$ cat src/rtl/multdiv_issue_ctrl.sv
// rtl/multdiv_issue_ctrl.sv - execute-stage issue/wait/capture controller for the iterative mult/div unit
module multdiv_issue_ctrl #(
  parameter int XLEN    = 64,
  parameter int TIMEOUT = 127
) (
  input  logic            clk,
  input  logic            reset,
  input  logic            req_valid,
  input  logic [3:0]      req_op,
  input  logic [XLEN-1:0] req_a,
  input  logic [XLEN-1:0] req_b,
  input  logic            stage_advance,
  input  logic            flush,
  output logic            stall,
  output logic [XLEN-1:0] result,
  output logic            result_valid,
  output logic            illegal_op,
  output logic            timeout_err,
  output logic            unit_valid,
  output logic [3:0]      unit_op,
  output logic [XLEN-1:0] unit_a,
  output logic [XLEN-1:0] unit_b,
  output logic            unit_flush,
  input  logic            unit_ok,
  input  logic [XLEN-1:0] unit_c
);

  localparam int WDW = (TIMEOUT < 2) ? 1 : $clog2(TIMEOUT + 1);

  typedef enum logic [1:0] {S_IDLE, S_ISSUE, S_WAIT, S_DONE} state_t;

  state_t         state;
  logic [WDW-1:0] wd_cnt;
  logic           timeout_q;
  logic           wd_fire;

  // Watchdog expiry is visible in the expiring WAIT cycle itself so the unit is cancelled at once.
  assign wd_fire     = ~reset & ~flush & ~unit_ok & (state == S_WAIT) &
                       (wd_cnt == WDW'(TIMEOUT - 1));
  assign timeout_err = timeout_q | wd_fire;
  assign unit_flush  = (~reset & flush & ((state == S_ISSUE) | (state == S_WAIT))) | wd_fire;
  assign stall       = req_valid & ~result_valid & ~flush;

  always_ff @(posedge clk) begin
    if (reset) begin
      state        <= S_IDLE;
      wd_cnt       <= '0;
      timeout_q    <= 1'b0;
      result       <= '0;
      result_valid <= 1'b0;
      illegal_op   <= 1'b0;
      unit_valid   <= 1'b0;
      unit_op      <= '0;
      unit_a       <= '0;
      unit_b       <= '0;
    end else begin
      unit_valid <= 1'b0;
      if (flush) begin
        state        <= S_IDLE;
        result       <= '0;
        result_valid <= 1'b0;
        illegal_op   <= 1'b0;
      end else begin
        case (state)
          S_IDLE: begin
            if (req_valid) begin
              if (req_op <= 4'd9) begin
                unit_op    <= req_op;
                unit_a     <= req_a;
                unit_b     <= req_b;
                unit_valid <= 1'b1;
                state      <= S_ISSUE;
              end else begin
                result       <= '0;
                illegal_op   <= 1'b1;
                result_valid <= 1'b1;
                state        <= S_DONE;
              end
            end
          end
          S_ISSUE: begin
            wd_cnt <= '0;
            state  <= S_WAIT;
          end
          S_WAIT: begin
            if (unit_ok) begin
              result       <= unit_c;
              result_valid <= 1'b1;
              state        <= S_DONE;
            end else if (wd_cnt == WDW'(TIMEOUT - 1)) begin
              timeout_q    <= 1'b1;
              result       <= '1;
              result_valid <= 1'b1;
              state        <= S_DONE;
            end else begin
              wd_cnt <= wd_cnt + WDW'(1);
            end
          end
          S_DONE: begin
            if (stage_advance) begin
              result_valid <= 1'b0;
              illegal_op   <= 1'b0;
              state        <= S_IDLE;
            end
          end
          default: state <= S_IDLE;
        endcase
      end
    end
  end

endmodule

$ cat config.mk
export PLATFORM = sky130hd
export DESIGN_NAME = multdiv_issue_ctrl
export DESIGN_NICKNAME = d
export VERILOG_FILES = /design/src/rtl/multdiv_issue_ctrl.sv
export SDC_FILE = /design/constraint.sdc
export NUM_CORES = 1
export LEC_CHECK = 0
export ABC_AREA = 1
export CAP_MARGIN = 15
export CORE_AREA = 4 4 156 158
export DETAILED_ROUTE_END_ITERATION = 16
export DIE_AREA = 0 0 160 162
export GPL_TIMING_DRIVEN = 0
export PLACE_DENSITY = 0.78
export SKIP_CTS_REPAIR_TIMING = 1
export SYNTH_ARGS = -nofsm -noshare
export SYNTH_HDL_FRONTEND = slang
export SYNTH_SLANG_ARGS = --single-unit
$ cat constraint.sdc
create_clock -name clk -period 4.1 [get_ports clk]
set_input_delay 0.41 -clock clk [delete_from_list [all_inputs] [get_ports clk]]
set_output_delay 0.41 -clock clk [all_outputs]
set_load 0.02 [all_outputs]
* Yosys cells after proc, flatten, opt, wreduce, memory -nomap -nowiden
Cells that the tools add are included.
** Operators by class
- $add $sub $neg :: 1
- $mul :: 0
- Div/mod/pow operators :: 0
- Order comparisons :: 1
- Equal/unequal tests :: 10
- Shift operators :: 0
- Muxes and demuxes :: 22
- Bitwise logic cells :: 17
- Reduce and logical (&&, ||, !) cells :: 14
** Operators with widths (count)
- two-way mux 64 bit :: 4
- case mux 64 bit (2 select lines) :: 1
- AND reduction 4 bit :: 5
- two-way mux 7 bit :: 2
- case mux 7 bit (2 select lines) :: 1
- two-way mux 2 bit :: 5
- inequality test 2 bit, second input constant :: 5
- bitwise AND 1 bit :: 8
- case mux 2 bit (4 select lines) :: 1
- adder 7 x 1 -> 7 bit, second input constant :: 1
- equality test 7 bit, second input constant :: 1
- two-way mux 1 bit :: 6
- NOT 1 bit :: 6
- nonzero test 2 bit :: 3
- AND reduction 5 bit :: 1
- equality test 2 bit, second input constant :: 2
- less-or-equal comparator 4 bit, second input constant :: 1
- OR reduction 4 bit :: 1
- inequality test 3 x 2 -> 1 bit, second input constant :: 1
- bitwise OR 1 bit :: 3
- case mux 1 bit (3 select lines) :: 1
- AND reduction 3 bit :: 1
- nonzero test 3 bit :: 1
- equality test 2 x 1 -> 1 bit, second input constant :: 1
- other kinds (3) :: 3
** Word-level totals
- Register bits :: 209
- Latch bits :: 0
- Bits in writable memories :: 0
- ROM bits :: 0
- Input bits :: 202
- Output and inout port bits :: 202
- Memories :: 0

* Depth between registers and ports, before layout
- Depth in word-level cells :: 6
- Gate-level depth with buffers :: 12
- Mapped depth without buffers :: 11

* Least setup slack after synthesis
No wires, ideal clock.
- Kind :: register -> register
- Start point :: register state[0]
- End point :: register result[25]
- Setup time :: 111 ps
- Data arrival time :: 1490 ps
- Path slack :: 2499 ps
- Cell stages (with the launch flop) :: 11
- Buffers on the path :: 2
- Cells stage by stage :: dfxtp_1 > inv_1 > ha_1 > nand2_1 > o21ai_0 > a21oi_1 > buf_2 > buf_2 > nand3_1 > nand2_1 > nor2_2
** Between the ends
- Cells in the longest elaborated chain, start to end :: 3
- Elaborated cells between the ends (all ways) :: 8
- Classes of those cells :: 4 x eq/ne; 1 x mux; 3 x reduce/logical
** RTL lines
- from (decl) :: RTL line 32 : state_t state;
- from (signal assigned) :: RTL line 46 : state <= S_IDLE;
- from (signal assigned) :: RTL line 59 : state <= S_IDLE;
- from (signal assigned) :: RTL line 72 : state <= S_ISSUE;
- equality test 2 bit or logical NOT 2 bit (tied branches) :: RTL line 64 : case (state)
- inequality test 3 x 2 -> 1 bit (no source line) (tied with other cells)
- AND reduction 4 bit (no source line)
- to (signal assigned) :: RTL line 87 : result <= unit_c;
- to (decl) :: RTL line 15 : output logic [XLEN-1:0] result,
Several ways; a longest one is shown, not always the timed one.
A chain may end at the register's enable or synchronous reset.

* Worst setup path after layout
- Start point :: input reset
- End point :: output unit_flush
** Between the ends
- Cells in the longest elaborated chain, start to end :: 6
- Elaborated cells between the ends (all ways) :: 8
- Classes of those cells :: 8 x bitwise
** RTL lines
- from (decl) :: RTL line 7 : input logic reset,
- NOT 1 bit * :: RTL line 38, 41
- bitwise AND 1 bit (4 in a row) :: RTL line 38 : assign wd_fire = ~reset & ~flush & ~unit_ok & (state == S_WAIT) &
- bitwise OR 1 bit * :: RTL line 41 : assign unit_flush = (~reset & flush & ((state == S_ISSUE) | (state == S_WAIT))) | wd_fire;
- to (decl) :: RTL line 23 : output logic unit_flush,
Mark *: on every way between the ends. The rest lies on a longest branch, timed or not.

==> results.yml <==
route:
  drt_wl_total_um: 30100
  drc: 0
  dr.pass1.iters: 5
  via_per_inst: 4.76
  drt_iter0_drc: 544
  wire_per_inst_um: 16.2
  vias: 8816
  detail-route-antenna-nets: 0
synth:
  ys_seq_area_share_pct: 49.8
  synth_area_sq_um: 8390
  ys_warn_count: 0
  synth_top_area_share_pct: 49.8
  synth_common_cells: "dfxtp_1 (209), o21ai_0 (203), inv_1 (151), a21oi_1 (143), nor2_1 (121)"
  synth.most_common_cell: "dfxtp_1"
  synth-seq-cells: 209
  syn_nets: 1327
  synth_top_family_by_area: "compound AO/OA/AOI/OAI gates"
  synth-edff-count: 0
  synthMuxAreaShare_pct: 0
  syn_avg_cell_area_sq_um: 7.51
  synth_xor_area_share_pct: 0
  synth_area_leaders: "dfxtp_1 (50%), o21ai_0 (12%), a21oi_1 (8.5%), inv_1 (6.8%), nor2_1 (5.4%)"
  synthSimpleGateAreaFrac_pct: 16.2
  yosys.area.top_type: "dfxtp_1"
  synthAdderAreaFrac_pct: 1.04
  postSynthCellCount: 1118
  ys_types: 25
  ys_async_sr_fraction_pct: 0
  synth_compound_gate_area_share_pct: 20.8
  synth_ff_type: "dfxtp_1"
timing:
  final.period_utilization_pct: 84.8
  fin_skew_ns: 0.0236
  final.setup.tns_ns: 0
  min_period_ns: 3.48
  setup_viol: 0
  tightest_slew_ns: 0.615
  holdWs_ns: 0.442
  setup_ws_ns: 0.625
  rsz0062_at_grt: "no"
  fmax_ghz: 0.288
  slew_headroom_pct: 59.0
  hold_viol: 0
  report.final.slew_viol_count: 0
clock_network:
  cts_max_level: 1
  tritoncts: "built"
  cts_buffer_depth: 3
  cts.sinks: 209
  clk_pin_slew_worst_paths_ns: 0.06
  cts-root-buf: "clkbuf_16"
  clk-insertion-delay-late_ns: 0.52
  numCtsBuffers: 24
finish:
  area_growth_pct: 62.2
  drive_above_1_share_pct: 6.65
  layout.area.seq_sq_um: 4180
  nets: 1756
  multi_input_area_sq_um: 3190
  fillers: 2077
  antennaDiodeCount: 0
place:
  pre_cts_ws_ns: 0.513
  place_congestion: 0.878
  dp_hpwl_um: 23100
  port-buffer-count: 403
run_status:
  status: "complete, no violations"
worst_setup_path:
  worstReg2RegEnd: "unit_op[0]"
  end_kind: "output pin"
  reg2reg_from: "state[0]"
  startpoint_type: "input port"
  crit_type: "input port to output pin"
  crit_buf_inv: 5
  critPathArrivalTime_ns: 3.07
  cp_common_cell: "clkdlybuf4s50_1"
  reg2reg_slack_ns: 2.12
  r2r_cells: 7
  slowest_delay_ns: 0.64
  critPathLaunch: "reset"
  path_max_fanout: 10
  cp_top_family: "buffers and inverters"
  worstSetupEndpoint: "unit_flush"
  cp.depth: 7
  slowest_stage: "clkdlybuf4s50_1"
  cp.required_ns: 3.69
  crit_chain: "clkdlybuf4s50_1 -> inv_2 -> buf_2 -> clkbuf_1 -> nand3_1 -> nand2_1 -> clkdlybuf4s50_1"
floorplanning:
  dieArea_sq_um: 25900
  die_w_um: 160
  std_cell_rows: 56
  ios: 404
  core_area_sq_um: 23100
  start_util_pct: 36.3
  die_h_um: 162
grt:
  track_usage_pct: 21.9
  grt_max_degree: 13
  antenna_found_initial: 3
  grt_pass1_wl_um: 46000
  grt_pass1_vias: 8683
  grt_overflow_total: 0
power_and_ir_drop:
  ir_worst_vdd_mv: 0.362
  power_density_nw_per_um2: 410
  p_leak_nw: 5.04
  p_total_mw: 5.59
worst_hold_path:
  hp-class: "flip-flop to flip-flop"
job:
  maxCapViolCount: 0
[layer usage]
layer | track usage (%) | routed length [um] | vias up
li1 | - | - | 4435
met1 | 24.0 | 11200 | 3970
met2 | 39.8 | 15000 | 356
met3 | 8.42 | 3190 | 49
met4 | 5.75 | 697 | 6
met5 | 0 | 47 | -
[stage by stage]
step	cells	instance area, sq um	util [%]
after CTS	1853	13600	58.9
after floorplan	1118	8390	-
after detailed placement	1811	12800	55.3
after global placement	1811	12800	55.3
final	1853	13600	58.9
after global routing	1853	13600	58.9
[cell usage in the layout, fill, tap and decap left out, types with 2 or more instances in the layout]
| cell type | instances |
|---|---|
| buf_1 | 2 |
| buf_12 | 2 |
| nand2_2 | 3 |
| nor2_2 | 23 |
| dfxtp_1 | 209 |
| clkbuf_2 | 6 |
| clkbuf_16 | 24 |
| buf_2 | 17 |
| ha_1 | 7 |
| nand3_1 | 74 |
| clkbuf_8 | 6 |
| o21ai_0 | 203 |
| clkinv_2 | 3 |
| inv_1 | 151 |
| clkdlybuf4s50_1 | 403 |
| buf_4 | 6 |
| bufinv_16 | 3 |
| clkbuf_1 | 52 |
| nor3_1 | 2 |
| a21oi_1 | 143 |
| buf_6 | 4 |
| nand2_1 | 90 |
| nor2_1 | 121 |
[state kept, by name (all words and copies together) (netlist names)]
register and flops:
timeout_q 1, state 2, unit_op 4, wd_cnt 7, unit_valid 1, unit_b 64, illegal_op 1, result_valid 1
result 64, unit_a 64
[logic make-up after synthesis]
group / after synthesis
AOI/OAI and AO/OA: 348
adders and majority gates: 7
buffers and inverters: 238
DFF: 209
and+or+nand+nor: 316
[where the power goes]
| part | internal (mW) | switching, mW |
|---|---|---|
| clock network | 1.37 | 0.845 |
| logic | 0.554 | 0.592 |
| registers | 2.16 | 0.0666 |
[area by class of cell]
cell class | instances | area share, %
Timing Repair Buffer | 403 | 29.6
Inverter | 152 | 4.19
Clock buffer | 34 | 5.13
Tap cell | 290 | 2.66
Buffer | 86 | 3.29
Multi-Input combinational cell | 671 | 23.4
Sequential cell | 209 | 30.7
Clock inverter | 8 | 0.955
[worst register-to-register path: stages, from the launching register on]
cell	delay, ns
dfxtp_1	0.33
inv_1	0.12
ha_1	0.26
nand3_1	0.22
buf_2	0.27
clkbuf_2	0.25
o21ai_0	0.36
a21oi_1	0.07
[worst min-delay path by stage]
| stage | from | endpoint | slack (ns) | depth (start not counted) |
|---|---|---|---|---|
| floorplan | wd_cnt[0] | wd_cnt[0] | 0.43 | 1 |
| global placement | unit_a[7] | unit_a[7] | 0.43 | 2 |
| detailed placement | unit_a[21] | unit_a[21] | 0.43 | 2 |
| CTS | unit_a[21] | unit_a[21] | 0.44 | 2 |
| global route | unit_a[62] | unit_a[62] | 0.46 | 2 |
| finish | unit_a[27] | unit_a[27] | 0.44 | 2 |
Note: power is estimated with default switching activity, not from simulation.
